--- config.mk ---
export PLATFORM = sky130hd
export DESIGN_NAME = divider_32bit_flat
export DESIGN_NICKNAME = d
export VERILOG_FILES = /design/src/rtl/div_pkg.sv /design/src/rtl/divider_32bit_if.sv /design/src/rtl/divider_32bit_step.sv /design/src/rtl/divider_32bit.sv /design/src/flat_wrapper.sv
export SDC_FILE = /design/constraint.sdc
export NUM_CORES = 1
export LEC_CHECK = 0
export CAP_MARGIN = 25
export CORE_MARGIN = 2
export CORE_UTILIZATION = 25
export CTS_CLUSTER_SIZE = 28
export DETAILED_ROUTE_END_ITERATION = 10
export PLACE_DENSITY = 0.45
export SYNTH_ARGS = -nofsm -noshare
export SYNTH_HDL_FRONTEND = slang
export SYNTH_SLANG_ARGS = --single-unit
--- constraint.sdc ---
create_clock -name clk -period 2.6 [get_ports clk]
set_input_delay 0.26 -clock clk [delete_from_list [all_inputs] [get_ports clk]]
set_output_delay 0.26 -clock clk [all_outputs]
set_load 0.02 [all_outputs]
--- src/rtl/div_pkg.sv ---
// rtl/div_pkg.sv - shared types and constants for the radix-2 divider
package div_pkg;

  localparam int DIV_WIDTH = 32;

  typedef enum logic [1:0] {
    IDLE,
    BUSY,
    DONE
  } div_state_e;

endpackage

--- src/rtl/divider_32bit_if.sv ---
// rtl/divider_32bit_if.sv - operand and result handshakes of the divider
interface divider_32bit_if
  import div_pkg::*;
#(
  parameter int WIDTH = DIV_WIDTH
);
  logic             in_valid;
  logic             in_ready;
  logic [WIDTH-1:0] dividend;
  logic [WIDTH-1:0] divisor;
  logic             out_valid;
  logic             out_ready;
  logic [WIDTH-1:0] quotient;
  logic [WIDTH-1:0] remainder;
  logic             div_by_zero;

  modport master (
    output in_valid, dividend, divisor, out_ready,
    input  in_ready, out_valid, quotient, remainder, div_by_zero
  );

  modport slave (
    input  in_valid, dividend, divisor, out_ready,
    output in_ready, out_valid, quotient, remainder, div_by_zero
  );

  modport monitor (
    input in_valid, dividend, divisor, out_ready,
    input in_ready, out_valid, quotient, remainder, div_by_zero
  );
endinterface

--- src/rtl/divider_32bit_step.sv ---
// rtl/divider_32bit_step.sv - one combinational restoring-division iteration
module divider_32bit_step #(
  parameter int WIDTH = 32
) (
  input  logic [WIDTH:0]   rem_i,
  input  logic [WIDTH-1:0] divisor_i,
  input  logic             bit_i,
  output logic [WIDTH:0]   rem_o,
  output logic             q_o
);
  logic [WIDTH+1:0] shifted;
  logic [WIDTH+1:0] diff;

  // One spare bit above the partial remainder keeps the borrow visible.
  assign shifted = {rem_i, bit_i};
  assign diff    = shifted - {2'b00, divisor_i};
  assign q_o     = ~diff[WIDTH+1];
  assign rem_o   = q_o ? diff[WIDTH:0] : shifted[WIDTH:0];
endmodule

--- src/rtl/divider_32bit.sv ---
// rtl/divider_32bit.sv - multi-cycle unsigned divider, one quotient bit per clock
module divider_32bit
  import div_pkg::*;
#(
  parameter int WIDTH = DIV_WIDTH
) (
  input logic            clk,
  input logic            rst,
  divider_32bit_if.slave bus
);
  localparam int CW = $clog2(WIDTH);

  div_state_e       state_q, state_d;
  logic [CW-1:0]    cnt_q, cnt_d;
  logic [WIDTH-1:0] dvd_q, dvd_d;
  logic [WIDTH-1:0] dvs_q, dvs_d;
  logic [WIDTH:0]   rem_q, rem_d;
  logic [WIDTH-1:0] quo_q, quo_d;
  logic             dbz_q, dbz_d;
  logic [WIDTH:0]   step_rem;
  logic             step_q;

  divider_32bit_step #(.WIDTH(WIDTH)) u_step (
    .rem_i     (rem_q),
    .divisor_i (dvs_q),
    .bit_i     (dvd_q[WIDTH-1]),
    .rem_o     (step_rem),
    .q_o       (step_q)
  );

  always_ff @(posedge clk) begin
    if (rst) begin
      state_q <= IDLE;
      cnt_q   <= '0;
      dvd_q   <= '0;
      dvs_q   <= '0;
      rem_q   <= '0;
      quo_q   <= '0;
      dbz_q   <= 1'b0;
    end else begin
      state_q <= state_d;
      cnt_q   <= cnt_d;
      dvd_q   <= dvd_d;
      dvs_q   <= dvs_d;
      rem_q   <= rem_d;
      quo_q   <= quo_d;
      dbz_q   <= dbz_d;
    end
  end

  always_comb begin
    state_d = state_q;
    cnt_d   = cnt_q;
    dvd_d   = dvd_q;
    dvs_d   = dvs_q;
    rem_d   = rem_q;
    quo_d   = quo_q;
    dbz_d   = dbz_q;
    unique case (state_q)
      IDLE: begin
        if (bus.in_valid) begin
          dvd_d = bus.dividend;
          dvs_d = bus.divisor;
          rem_d = '0;
          if (bus.divisor == '0) begin
            quo_d   = '1;
            rem_d   = {1'b0, bus.dividend};
            dbz_d   = 1'b1;
            state_d = DONE;
          end else begin
            quo_d   = '0;
            dbz_d   = 1'b0;
            cnt_d   = CW'(WIDTH - 1);
            state_d = BUSY;
          end
        end
      end
      BUSY: begin
        // Dividend shifts out MSB-first while quotient bits shift in from the right.
        rem_d = step_rem;
        quo_d = {quo_q[WIDTH-2:0], step_q};
        dvd_d = {dvd_q[WIDTH-2:0], 1'b0};
        cnt_d = cnt_q - 1'b1;
        if (cnt_q == '0) begin
          state_d = DONE;
        end
      end
      DONE: begin
        if (bus.out_ready) begin
          state_d = IDLE;
        end
      end
      default: state_d = IDLE;
    endcase
  end

  assign bus.in_ready    = (state_q == IDLE);
  assign bus.out_valid   = (state_q == DONE);
  assign bus.quotient    = quo_q;
  assign bus.remainder   = rem_q[WIDTH-1:0];
  assign bus.div_by_zero = dbz_q;
endmodule
--- src/flat_wrapper.sv ---
// flat-port wrapper written by rule: the top's interface ports become plain ports
module divider_32bit_flat import div_pkg::*;
#(
  parameter int WIDTH = DIV_WIDTH
)
  (clk, rst, bus_in_valid, bus_dividend, bus_divisor, bus_out_ready, bus_in_ready, bus_out_valid, bus_quotient, bus_remainder, bus_div_by_zero);
  divider_32bit_if #(.WIDTH(WIDTH)) bus_i ();
  input logic clk;
  input logic rst;
  input wire logic [$bits(bus_i.in_valid)-1:0] bus_in_valid;
  input wire logic [$bits(bus_i.dividend)-1:0] bus_dividend;
  input wire logic [$bits(bus_i.divisor)-1:0] bus_divisor;
  input wire logic [$bits(bus_i.out_ready)-1:0] bus_out_ready;
  output wire logic [$bits(bus_i.in_ready)-1:0] bus_in_ready;
  output wire logic [$bits(bus_i.out_valid)-1:0] bus_out_valid;
  output wire logic [$bits(bus_i.quotient)-1:0] bus_quotient;
  output wire logic [$bits(bus_i.remainder)-1:0] bus_remainder;
  output wire logic [$bits(bus_i.div_by_zero)-1:0] bus_div_by_zero;
  assign bus_i.in_valid = bus_in_valid;
  assign bus_i.dividend = bus_dividend;
  assign bus_i.divisor = bus_divisor;
  assign bus_i.out_ready = bus_out_ready;
  assign bus_in_ready = bus_i.in_ready;
  assign bus_out_valid = bus_i.out_valid;
  assign bus_quotient = bus_i.quotient;
  assign bus_remainder = bus_i.remainder;
  assign bus_div_by_zero = bus_i.div_by_zero;
  divider_32bit #(.WIDTH(WIDTH)) u_core (.clk(clk), .rst(rst), .bus(bus_i));
endmodule
==> results_dict.tcl <==
set metrics [dict create \
    synth_edf_count 0 \
    placeableCoreArea_um2 31400 \
    min_period_over_period_pct 107 \
    violations "setup timing" \
    cts.sinks 137 \
    nNetsFinal 1334 \
    max_stage_delay_ns 0.43 \
    hp-class "in2reg" \
    cp_num_buf_inv 2 \
    peakVddDrop_mv 0.516 \
    area_growth_pct 44.8 \
    gp_congestion 0.842 \
    end_kind "flip-flop" \
    grt_max_degree 88 \
    power_density_nw_per_um2 878 \
    cts_tree "done" \
    worstMarginPinSlew_ns 0.477 \
    syn_inst 1010 \
    grt_pass1_vias 7932 \
    yosysWarnings 0 \
    vias_per_cell 4.84 \
    cp.arrival_ns 3.10 \
    holdWs_ns 0.101 \
    ctsRootBufferMaster "clkbuf_16" \
    diodes 0 \
    synth_cell_types 68 \
    rsz0062_at_grt "true" \
    synth_common_cells "185 x nand2_1, 137 x dfxtp_1, 118 x a21oi_1" \
    grt_antenna_before_repair 0 \
    fp.dieH_um 182 \
    clkLatencyLatePin_ns 0.44 \
    cts-buffers-inserted 17 \
    setup-tns-final_ns -3.61 \
    die_w_um 182 \
    fmax_mhz 359 \
    worstSetupStartpointType "flip-flop" \
    critPathTopFamily "compound AO/OA/AOI/OAI gates" \
    grt_overflow_total 0 \
    path_class "reg2reg" \
    leakage_nw 4.54 \
    cts.htree.levels 4 \
    skew_ns 0.0132 \
    clkTransAtPathRegs_ns 0.07 \
    gr-usage-all-layers_pct 17.4 \
    ys_ff_latch 137 \
    ys.flop_type "dfxtp_1" \
    place_inst 1613 \
    grt.busiest_layer "met2" \
    setup_viol 33 \
    drv_slew 0 \
    netlist.area_leader.share_pct 34.6 \
    synth_fp_nets 1113 \
    seq_area_frac_synth_pct 34.6 \
    clockBufferDepth 2 \
    met1_usage_pct 21.6 \
    first_iter_violations 526 \
    finalNonFillerCells 1646 \
    wl_per_cell_um 17.3 \
    n_fill_cell 3295 \
    syn_area_per_cell_um2 7.85 \
    pin_count 135 \
    crit_chain "inv_2, ha_4, and2_4, a221oi_4, a21boi_2, a2111o_1, a21oi_4, o31ai_4, xor2_4, buf_12, nor3_1, or3_1" \
    hpwl_mm 21.1 \
    ant_nets 0 \
    drc_errors 0 \
    cp_slowest_cell "a2111o_1" \
    cap_viol_max_count 0 \
    wl_mm 28.4 \
    dp_worst_setup_slack_ns -0.326 \
    path_max_fanout 12 \
    yosys.area.top_type "dfxtp_1" \
    syn_area_um2 7930 \
    hold_violations 0 \
    rows 65 \
    slew_headroom_pct 68.2 \
    fp.dieArea_um2 33200 \
    async_flop_share_pct 0 \
    post-route-min-period_ns 2.78 \
    gr-usage-met2_pct 29.6 \
    vias 7972 \
    synthTopCellsByArea "dfxtp_1 35%, nand2_1 8.8%, a21oi_1 7.4%" \
    grt_pass1_wl_mm 44.9 \
    initial_utilization_pct 25.3 \
    dr.pass1.iters 5 \
    io_buffers 134 \
    synth_most_common_cell "nand2_1" \
    drive_gt1_share_pct 21.5 \
    use_met3_pct 4.63 \
    crit_required_ns 2.91 \
    outcome "finished, violations left" \
    worst_slack_ns -0.184 \
]
[state kept, by name, indices dropped and copies added, names as in the netlist]
register and flops:
u_core.state_q 2, u_core.cnt_q 5, u_core.dvs_q 32, u_core.bus.quotient 32
u_core.dvd_q 32, u_core.bus.div_by_zero 1, u_core.rem_q 33
[cell type report]
class,count,area (um^2),area share [%]
clock buffer,17,425,3.70
clock inverter,15,183,1.59
inverter,40,150,1.31
multi-input combinational,733,4760,41.5
sequential,137,2750,23.9
tap,402,503,4.38
timing repair buffer,302,2710,23.6
[routing by layer]
metal	vias to the layer above	part of all wire, %
li1	3986	-
met1	3777	44
met2	185	48
met3	24	5.7
met4	0	1.8
met5	-	0
[layout by cell type, fill, tap and decap left out, types with 24 or more instances in the layout]
cell	count
nand2_1	184
buf_4	160
clkdlybuf4s50_1	133
dfxtp_1	133
a21oi_1	109
nor2_1	60
o21ai_0	43
inv_1	38
a311oi_1	31
mux2i_1	31
o22ai_1	26
ha_1	26
nand3_1	24
[cells by family after synthesis]
family          after synthesis  synth area share, %
compound gates              302                 25.5
mux                          32                 4.04
simple gates                333                 18.2
xor+xnor                     31                 3.52
flops                       137                 34.6
buf+inv                     140                 8.63
fa+ha+maj                    35                 5.62
[worst reg2reg max path, delay by kind of cell, from the launching register on]
kind	cells	cell delay [ns]
AOI/OAI and AO/OA	5	1.05
xor gates and xnor gates	1	0.29
adders and majority gates	1	0.22
buffers and inverters	2	0.23
DFF	1	0.34
and+or+nand+nor	3	0.54
[timing repair]
action,4_1_cts,5_1_grt
endpoints found under the setup margin,34,34
buffers inserted,1,0
resized for setup,13,24
hold buffers,0,0
pin swaps,10,6
[worst paths after layout]
check / from / end / slack, ns / cells after the start
max: u_core.dvs_q[4] / u_core.rem_q[32] / -0.18 / 12
min: rst / u_core.rem_q[29] / 0.10 / 2
max reg2reg: u_core.dvs_q[4] / u_core.rem_q[32] / -0.18 / 12
min reg2reg: u_core.dvs_q[13] / u_core.dvs_q[13] / 0.46 / 2
[stage by stage]
stage	utilization (%)	area (um^2)	power, mW
floorplan	-	7970	5.51
global placement	34.0	10700	7.32
detailed placement	34.0	10700	7.31
CTS	36.2	11400	10.1
global route	36.6	11500	10.7
finish	36.6	11500	10.1
[where the power goes]
group | total (mW) | leakage [nW] | internal (mW) | switching, mW
logic | 4.98 | 3.11 | 2.45 | 2.53
clock network | 2.58 | 0.297 | 1.46 | 1.12
registers | 2.52 | 1.13 | 2.35 | 0.173
total | 10.1 | 4.54 | 6.26 | 3.82
No activity file was read; power rests on OpenSTA's default activity.
